File: config.mk
export PLATFORM = sky130hd
export DESIGN_NAME = pipeline_hazard_ctrl
export DESIGN_NICKNAME = d
export VERILOG_FILES = /design/src/rtl/pipeline_hazard_ctrl.sv
export SDC_FILE = /design/constraint.sdc
export NUM_CORES = 1
export LEC_CHECK = 0
export ABC_AREA = 1
export CAP_MARGIN = 25
export CORE_MARGIN = 5
export CORE_UTILIZATION = 52
export CTS_CLUSTER_SIZE = 40
export DETAILED_ROUTE_END_ITERATION = 10
export PLACE_DENSITY = 0.85
export SETUP_SLACK_MARGIN = 0.4
export SLEW_MARGIN = 40
export SYNTH_ARGS = -nofsm -noshare
export SYNTH_HDL_FRONTEND = slang
export SYNTH_SLANG_ARGS = --single-unit
File: constraint.sdc
create_clock -name clk -period 4.65 [get_ports clk]
set_input_delay 0.465 -clock clk [delete_from_list [all_inputs] [get_ports clk]]
set_output_delay 0.465 -clock clk [all_outputs]
set_load 0.02 [all_outputs]
File: src/rtl/pipeline_hazard_ctrl.sv
// pipeline_hazard_ctrl
//   Hazard and stall/flush controller for a 5-stage pipeline. It resolves three
//   kinds of events in a fixed priority order:
//     1. data-memory wait (dmem_busy)   -> freeze the whole pipe
//     2. control redirect (ex_redirect) -> flush IF/ID, bubble ID/EX
//     3. load-use data hazard           -> hold PC and IF/ID, bubble ID/EX
//   A redirect that shows up while the pipe is frozen is remembered and is
//   applied on the first cycle after the memory wait ends.
//   The control outputs are combinational from the state and the current
//   inputs. Two saturating counters track stalled and flushed cycles.
//
// Ports
//   clk, reset            clock; asynchronous active-low reset
//   id_rs_addr/rt_addr    source registers of the instruction in ID
//   id_uses_rt            ID instruction reads rt as a source
//   ex_MemRead/rt_addr    load flag and load destination in EX
//   ex_redirect           branch taken or jump resolved in EX
//   dmem_busy             MEM-stage access has not completed
//   pc_write, if_id_write enables for the PC and IF/ID
//   if_id_flush           IF/ID loads a NOP
//   id_ex_stall           ID/EX holds its contents
//   id_ex_bubble          ID/EX loads all-zero control
//   ex_mem_stall          hold EX/MEM and MEM/WB
//   stall_cycles          saturating count of cycles with pc_write=0
//   flush_count           saturating count of cycles with if_id_flush=1
//   state_o               FSM state (RUN=00, WAIT=01, REDIR=10)
//
// state | meaning
// ------+---------------------------------------------------------------
// RUN   | normal flow; redirect and load-use evaluated live
// WAIT  | a memory wait was seen last cycle, no redirect pending
// REDIR | a memory wait is in progress (or just ended) with a pending redirect
module pipeline_hazard_ctrl #(
  parameter int CNT_W = 16
) (
  input  logic             clk,
  input  logic             reset,
  input  logic [4:0]       id_rs_addr,
  input  logic [4:0]       id_rt_addr,
  input  logic             id_uses_rt,
  input  logic             ex_MemRead,
  input  logic [4:0]       ex_rt_addr,
  input  logic             ex_redirect,
  input  logic             dmem_busy,
  output logic             pc_write,
  output logic             if_id_write,
  output logic             if_id_flush,
  output logic             id_ex_stall,
  output logic             id_ex_bubble,
  output logic             ex_mem_stall,
  output logic [CNT_W-1:0] stall_cycles,
  output logic [CNT_W-1:0] flush_count,
  output logic [1:0]       state_o
);

  typedef enum logic [1:0] {
    ST_RUN   = 2'b00,
    ST_WAIT  = 2'b01,
    ST_REDIR = 2'b10
  } state_e;

  state_e           state_q, state_d;
  logic [CNT_W-1:0] stall_q, flush_q;
  logic             load_use;

  // Register 0 is hardwired, so a load into it never creates a dependency.
  assign load_use = ex_MemRead && (ex_rt_addr != 5'd0) &&
                    ((ex_rt_addr == id_rs_addr) ||
                     (id_uses_rt && (ex_rt_addr == id_rt_addr)));

  always_comb begin
    pc_write     = 1'b1;
    if_id_write  = 1'b1;
    if_id_flush  = 1'b0;
    id_ex_stall  = 1'b0;
    id_ex_bubble = 1'b0;
    ex_mem_stall = 1'b0;
    state_d      = state_q;

    if (dmem_busy) begin
      // Freeze everything; the pending redirect can only be set here, never cleared.
      pc_write     = 1'b0;
      if_id_write  = 1'b0;
      id_ex_stall  = 1'b1;
      ex_mem_stall = 1'b1;
      if (ex_redirect || (state_q == ST_REDIR)) state_d = ST_REDIR;
      else                                      state_d = ST_WAIT;
    end else if (ex_redirect || (state_q == ST_REDIR)) begin
      // Live or pending redirect: the load-use condition belongs to a
      // wrong-path instruction and is dropped.
      if_id_flush  = 1'b1;
      id_ex_bubble = 1'b1;
      state_d      = ST_RUN;
    end else begin
      // The load leaves EX next cycle, so this yields exactly one bubble.
      if (load_use) begin
        pc_write     = 1'b0;
        if_id_write  = 1'b0;
        id_ex_bubble = 1'b1;
      end
      state_d = ST_RUN;
    end
  end

  always_ff @(posedge clk or negedge reset) begin
    if (!reset) begin
      state_q <= ST_RUN;
      stall_q <= '0;
      flush_q <= '0;
    end else begin
      state_q <= state_d;
      if (!pc_write && (stall_q != {CNT_W{1'b1}}))
        stall_q <= stall_q + CNT_W'(1);
      if (if_id_flush && (flush_q != {CNT_W{1'b1}}))
        flush_q <= flush_q + CNT_W'(1);
    end
  end

  assign stall_cycles = stall_q;
  assign flush_count  = flush_q;
  assign state_o      = state_q;

endmodule

---- Yosys cells after proc, flatten, opt, wreduce, memory -nomap -nowiden ----
Index checks and enable logic that the tools add are counted.
cells by class
  reductions and logical operators ........ 9
  eq/ne operators ......................... 5
  add/subtract/negate cells ............... 2
  muxes and demuxes ....................... 11
operators by type and width
  cell                     number
  $add A16 B1 Y16 const B  2
  $ne A16 B16 Y1 const B   2
  $eq A5 B5 Y1             2
  $mux W1                  9
  $logic_and A1 B1 Y1      5
  $reduce_bool A5 Y1       1
  $mux W2                  2
  $eq A2 B2 Y1 const B     1
  $logic_or A1 B1 Y1       2
  $logic_not A1 Y1         1
word-level totals
  flip-flop bits (word level) ............. 34
  logic and storage cells ................. 30
  output and inout port bits .............. 40

---- Logic depth before layout (Yosys ltp) ----
Gate-level depths: netlist of the first run.
  word-level depth ........................ 9
  depth in mapped cells ................... 12
  mapped depth without buffers ............ 11

---- Worst setup path before layout of the first run ----
OpenSTA, ideal clock, no wires.
  path type ............................... input -> output
  start point ............................. in ex_rt_addr[1]
  end point ............................... out pc_write
  setup slack ............................. 2702 ps
  arrival ................................. 1483 ps
  required time ........................... 4185 ps
  path buffers ............................ 2
  cell stages on the path ................. 11
  cell sequence ........................... inv_1 -> nand2_1 -> nand2_1 -> nor2_1 -> nand3_1 -> nand2_1 -> nand3_1 -> nand2_1 -> buf_2 -> inv_1 -> buf_4
between the ends
  word-level cells in the longest chain between the ends .. 7
  elaborated cells between the ends (all ways) .. 10
ends and longest elaborated chain
  what                      RTL line  source
  start, declared           42        input logic [4:0] ex_rt_addr,
  $eq A5 B5 Y1              69        (id_uses_rt && (ex_rt_addr == id_rt_addr)));
  $logic_and A1 B1 Y1       69
  $logic_or A1 B1 Y1        68        ((ex_rt_addr == id_rs_addr) ||
  $logic_and A1 B1 Y1 (*)   67        assign load_use = ex_MemRead && (ex_rt_addr != 5'd0) &&
  $mux W1 (*) (3 in a row)  --
  end, declared             45        output logic pc_write,
Every way passes the cells marked *; elsewhere a longest branch is shown, timed or not.

---- Worst setup path after layout of the first run ----
  start point ............................. in ex_rt_addr[4]
  end point ............................... out pc_write
between the ends
  word-level cells in the longest chain between the ends .. 7
  elaborated cells between the ends (all ways) .. 10
ends and longest elaborated chain
  what                     RTL line  source
  $eq A5 B5 Y1             69
  $logic_and A1 B1 Y1      69
  $logic_or A1 B1 Y1       68
  $logic_and A1 B1 Y1 (*)  67
  $mux W1 (*)              96        if (load_use) begin
  $mux W1 (*)              88        end else if (ex_redirect || (state_q == ST_REDIR)) begin
  $mux W1 (*)              80        if (dmem_busy) begin
Marked as above.

==> results of run 1 <==
## metal layers
metal / up-vias / part of all wire (%) / track usage, %
li1: 1105 / - / -
met1: 953 / 46 / 23.3
met2: 48 / 47 / 31.5
met3: 6 / 5.5 / 4.75
met4: 0 / 1.6 / 8.16
met5: - / 0 / 0
## worst register-to-register path, cell delays in order (launching register included)
cell and delay, ns:
dfrtp_1 0.41, ha_1 0.20, nand3_1 0.15, inv_1 0.08
nand2_1 0.14, nor2_1 0.12, nand3_1 0.31, nand2_1 0.43
nand2_1 0.11, nand2_1 0.08
## cells by family (layout without fill, tap and decap cells)
| kind of cell | Yosys count | after routing |
|---|---|---|
| simple gates | 194 | 194 |
| fa+ha+maj | 2 | 2 |
| xor+xnor | 23 | 23 |
| flops | 34 | 34 |
| buf+inv | 52 | 113 |
| compound gates | 13 | 13 |
## through the flow
stage	instances	setup slack, ns	hold slack (ns)	cell area (um2)	util [%]
after floorplan	318	2.70	0.169	2220	-
after global placement	421	1.78	0.480	2840	69.9
after detailed placement	421	1.72	0.492	2840	69.9
after CTS	429	1.72	0.506	2930	72.1
after global routing	429	1.58	0.533	2930	72.1
final	429	1.71	0.497	2930	72.1
## power by group through the flow
| stage | logic [mW] | clock network [mW] | registers [mW] |
|---|---|---|---|
| after CTS | 0.356 | 0.233 | 0.406 |
| after global routing | 0.386 | 0.247 | 0.417 |
| final | 0.351 | 0.226 | 0.406 |
| after detailed placement | 0.355 | 0 | 0.411 |
| after floorplan | 0.145 | 0 | 0.459 |
| after global placement | 0.345 | 0 | 0.409 |
## state kept, by name, indices dropped and copies added, names as in the netlist
name,flops
stall_cycles,16
state_o,2
flush_count,16
## cells in the mapped netlist
library cell and number:
nand4_1 5, o21ai_1 1, ha_1 2, a21oi_1 2
nor3_2 3, nor2_2 1, nand2_1 113, a211oi_1 1
xor2_1 13, o21ai_0 5, xnor2_1 10, buf_4 5
buf_6 1, nand3b_1 1, inv_2 1, dfrtp_1 34
nor2b_1 1, nand3_1 30, nor3_1 10, inv_1 42
nor4_2 1, nand3_2 1, nand2_2 1, buf_2 3
o21ai_2 4, nor2_1 27
## how the worst max path moves through the flow
stage | end | slack, ns | cells past startpoint
finish | pc_write | 1.71 | 12
global route | if_id_write | 1.58 | 12
CTS | pc_write | 1.72 | 12
detailed placement | pc_write | 1.72 | 12
global placement | if_id_write | 1.78 | 12
floorplan | pc_write | 2.70 | 11
## placed cells by master (no fill, tap or decap)
| master | n |
|---|---|
| nand2_1 | 113 |
| clkdlybuf4s50_1 | 60 |
| inv_1 | 42 |
| dfrtp_1 | 34 |
| nand3_1 | 30 |
| nor2_1 | 27 |
| xor2_1 | 13 |
| xnor2_1 | 10 |
| nor3_1 | 10 |
| clkbuf_8 | 6 |
| o21ai_0 | 5 |
| nand4_1 | 5 |
| o21ai_2 | 4 |
| nor3_2 | 3 |
| a21oi_1 | 2 |
| ha_1 | 2 |
| buf_4 | 2 |
| a211oi_1 | 1 |
| nor2_2 | 1 |
| nand3_2 | 1 |
| nor4_2 | 1 |
| nand2_2 | 1 |
| inv_2 | 1 |
| o21ai_1 | 1 |
| nand3b_1 | 1 |
| nor2b_1 | 1 |
| clkinv_2 | 1 |
| clkbuf_1 | 1 |
## area by class of cell
class | instances | area, um2
Clock buffer | 7 | 86.3
Inverter | 43 | 161
Multi-Input combinational cell | 232 | 1140
Sequential cell | 34 | 851
Clock inverter | 1 | 5.00
Tap cell | 50 | 62.6
Fill cell | 345 | 1130
Timing Repair Buffer | 62 | 616
==> results.cfg, run 1 <==
[die]
die_w_um = 75.4
rows = 23
core_area_mm2 = 0.00406
num_io_pins = 61
die-area_mm2 = 0.00568
start_util_pct = 54.7
die_h_um = 75.4

[finish]
syn_to_final_growth_pct = 31.8
num-nets-final = 401
diodes = 0
final_layout_size_suffix_gt1_share_pct = 5.54

[synthesis]
yosys.area_share.adder_pct = 1.13
yosysWarnings = 0
synth_cells = 318
yosysTopAreaCellShare_pct = 38.3
syn_nets = 341
synth_xor_area_share_pct = 9.07
synth-seq-cells = 34
syn_area_mm2 = 0.00222
synth_top_family_by_area = simple AND/OR/NAND/NOR gates
synth_simple_gate_area_share_pct = 37.6
ys_seq_area_share_pct = 38.3
synthMuxAreaShare_pct = 0
synthTopCellsByArea = dfrtp_1 38%, nand2_1 19%, inv_1 7.1%
synth_area_leader_cell = dfrtp_1
synthDistinctLibCells = 26
synth_compound_area_share_pct = 3.72
syn_area_per_cell_um2 = 6.98

[setup_path]
end_kind = output port
crit_path_max_incr_delay_ns = 0.55
crit_slowest_cell = clkdlybuf4s50_1
required_ns = 4.18
r2r_slack_ns = 2.55
worstSetupStartpointType = primary input
cp_data_arrival_time_ns = 2.47
rr_startpoint = stall_cycles[0]$_DFFE_PN0P_
path_cells = clkdlybuf4s50_1, inv_1, nand2_1, nand2_1, nor2_1, nand3_1, nand2_1, nand3_1, nand2_1, buf_4, inv_1, clkdlybuf4s50_1
crit_type = in -> out
regToRegEndpoint = stall_cycles[14]$_DFFE_PN0P_
critPathBufInv = 5
path_common_cell = nand2_1
worstSetupStartpoint = ex_rt_addr[4]
r2r_cells = 9
crit_family = buffers and inverters
path_max_fanout = 23

[cts]
worst_skew_pair.late_latency_ns = 0.29
cts_resized = 0
cts_buffer_depth = 2
cts_buffers = 5
cts_root_buffer = clkbuf_8
cts.sinks = 34
cts_tree = done
post_cts_buffers = 0
ctsHoldBuffers = 0
h-tree-depth = 2
clk_pin_slew_ns = 0.06

[pwr]
total_power_uw = 983
switching_share_pct = 36.3
combPwrFrac_pct = 35.7
pwr-share-seq_pct = 41.3
cellLeakagePower_nw = 1.37
p_int_uw = 627
power_frac_clock_pct = 23.0
p_sw_uw = 357
ir_worst_vdd_mv = 0.170
power_density_mw_per_mm2 = 336

[route]
wl_mm = 4.92
vias = 2112
wire_per_inst_um = 11.5
drt_first_iter_violations = 105
drc = 0
ant_nets = 0
drtPass1Iterations = 4
via_per_inst = 4.92

[timing]
slew_headroom_pct = 71.3
final_hold_viol_count = 0
grt_setup_unrepaired = no
drv_slew = 0
setup_tns_ns = 0
setup_viol = 0
period_share_pct = 63.2
finalCriticalPeriod_ns = 2.94
worst_slew_pin_slew_ns = 0.431
clock.fmax_mhz = 340
finClkSkew_ns = 0.00930

[worst_hold_path]
min_to = stall_cycles[15]$_DFFE_PN0P_
hold_depth = 2
hp-start = stall_cycles[15]$_DFFE_PN0P_
min_path_type = reg -> reg

[global_routing]
grt_start_max_net_pins = 35
grt_first_pass_wirelength_mm = 8.29
antenna_found_initial = 0
gr-usage-all-layers_pct = 18.9
grt_pass1_vias = 1968
grt_overflow = 0

[place]
place_congestion = 0.838
portBuffers = 60
dp_hpwl_mm = 3.80

[run]
drv_cap = 0

[run_status]
status = completed
Note: power is estimated with default switching activity, not from simulation.
==> run 2, diff against run 1 <==
--- a/config.mk
+++ b/config.mk
@@ -8,10 +8,10 @@
 export ABC_AREA = 1
 export CAP_MARGIN = 25
 export CORE_MARGIN = 5
-export CORE_UTILIZATION = 52
+export CORE_UTILIZATION = 44
 export CTS_CLUSTER_SIZE = 40
 export DETAILED_ROUTE_END_ITERATION = 10
-export PLACE_DENSITY = 0.85
+export PLACE_DENSITY = 0.77
 export SETUP_SLACK_MARGIN = 0.4
 export SLEW_MARGIN = 40
 export SYNTH_ARGS = -nofsm -noshare
==> constraint.sdc (replaced) <==
create_clock -name clk -period 2.6 [get_ports clk]
set_input_delay 0.26 -clock clk [delete_from_list [all_inputs] [get_ports clk]]
set_output_delay 0.26 -clock clk [all_outputs]
set_load 0.02 [all_outputs]
==> results.cfg, run 2 (synthesis results as in run 1) <==
[setup_path]
crit_type = in -> out
path_common_cell = nand2_1
crit_family = buffers and inverters
critPathBufInv = 4
crit_slowest_cell = clkdlybuf4s50_1
end_kind = output port
worstSetupStartpointType = primary input
path_cells = clkdlybuf4s50_1, inv_1, nand2_1, nand2_1, nor2_1, nand3_1, nand2_1, nand3_1, nand2_2, inv_1, dlygate4sd2_1
crit_path_max_incr_delay_ns = 0.52
path_max_fanout = 4
required_ns = 2.34
cp_data_arrival_time_ns = 1.80

[finish]
final_common_cell = nand2_1
final_layout_size_suffix_gt1_share_pct = 6.32
final_cell_mix = 112 x nand2_1, 56 x clkdlybuf4s50_1, 42 x inv_1
diodes = 0
num-nets-final = 402
syn_to_final_growth_pct = 35.2
layout.cells.non_filler = 447

[cts]
worst_skew_pair.late_latency_ns = 0.30
post_cts_buffers = 0
h-tree-depth = 2
cts.sinks = 34
cts_root_buffer = clkbuf_8
cts_tree = done
clk_pin_slew_ns = 0.08
cts_buffer_depth = 2
cts_buffers = 5
ctsHoldBuffers = 0

[global_routing]
antenna_found_initial = 0
grt_pass1_vias = 1913
gr-usage-all-layers_pct = 17.0
grt_overflow = 0
grt_first_pass_wirelength_mm = 8.75
grt_start_max_net_pins = 35

[pwr]
total_power_mw = 1.96
power_density_mw_per_mm2 = 651
cellLeakagePower_nw = 1.41
ir_worst_vdd_mv = 0.338

[route]
via_per_inst = 4.83
drc = 0
vias = 2161
drtPass1Iterations = 4
wl_mm = 5.34
drt_first_iter_violations = 130
ant_nets = 0
wire_per_inst_um = 11.9

[timing]
setup_viol = 0
finClkSkew_ns = 0.0114
grt_setup_unrepaired = no
setup_tns_ns = 0
clock.fmax_mhz = 486
worst_slew_pin_slew_ns = 0.452
finalCriticalPeriod_ns = 2.06
drv_slew = 0
slew_headroom_pct = 69.6
final_hold_viol_count = 0
period_share_pct = 79.1

[die]
rows = 25
die_w_um = 81.0
die_h_um = 81.0
num_io_pins = 61
start_util_pct = 46.1
core_area_mm2 = 0.00482
die-area_mm2 = 0.00657

[place]
dp_hpwl_mm = 3.97
dpl.cell_count = 439
place_congestion = 0.874
portBuffers = 60

[worst_hold_path]
min_path_type = in -> async

[run_status]
status = completed

[run]
drv_cap = 0
[run 2: cell count changes in the layout (fill, tap and decap cells not counted), sizes merged]
cell,change
buf,+1
dlygate4sd2,+3
clkbuf,-2
bufinv,+2
dlymetal6s2s,+1
clkdlybuf4s50,-4
[run 2: through the flow]
stage	setup slack (ns)	utilization, %	instance area [um2]	hold WS, ns
floorplan	0.881	-	2220	-0.0356
global placement	0.265	59.5	2860	0.480
detailed placement	0.292	59.5	2860	0.493
CTS	0.511	62.2	3000	0.390
global route	0.426	62.3	3000	0.418
finish	0.543	62.3	3000	0.356
[run 2: worst reg2reg max path, delay by kind of cell (launching register included)]
family          cells  cell delay (ns)
compound gates      1             0.06
fa+ha+maj           1             0.24
simple gates        5             0.95
buf+inv             1             0.20
flops               1             0.46
[run 2: routing by layer]
layer	track usage, %	up-vias	wire (um)
met5	0	-	0
met4	5.91	0	87
met3	3.77	9	219
met2	27.3	52	2510
met1	22.6	997	2520
li1	-	1103	-
[run 2: final cells by class]
cell class / instances / area, um2
Clock buffer: 5 / 68.8
Clock inverter: 3 / 68.8
Fill cell: 445 / 1810
Inverter: 43 / 161
Multi-Input combinational cell: 232 / 1150
Sequential cell: 34 / 851
Tap cell: 67 / 83.8
Timing Repair Buffer: 63 / 622
[run 2: path summary, 6_finish.rpt]
| check | from | endpoint | slack (ns) | cells after the start |
|---|---|---|---|---|
| max | ex_rt_addr[4] | pc_write | 0.54 | 11 |
| min | reset | stall_cycles[10]$_DFFE_PN0P_ | 0.36 | 2 |
| max reg2reg | flush_count[0]$_DFFE_PN0P_ | flush_count[5]$_DFFE_PN0P_ | 0.56 | 8 |
| min reg2reg | flush_count[6]$_DFFE_PN0P_ | flush_count[6]$_DFFE_PN0P_ | 0.50 | 2 |
| max in group asynchronous | reset | flush_count[3]$_DFFE_PN0P_ | 1.92 | 2 |
| min in group clk | flush_count[6]$_DFFE_PN0P_ | flush_count[6]$_DFFE_PN0P_ | 0.50 | 2 |
[run 2: repair_timing]
action                                  4_1_cts  5_1_grt
endpoints found under the setup margin        3        3
pin swaps                                     0        0
resized for setup                             3        2
[run 2: report_power, final]
group / internal, mW / switching [mW] / total (mW)
clock: 0.384 / 0.215 / 0.599
combinational: 0.292 / 0.335 / 0.627
sequential: 0.614 / 0.116 / 0.730
total: 1.29 / 0.665 / 1.96
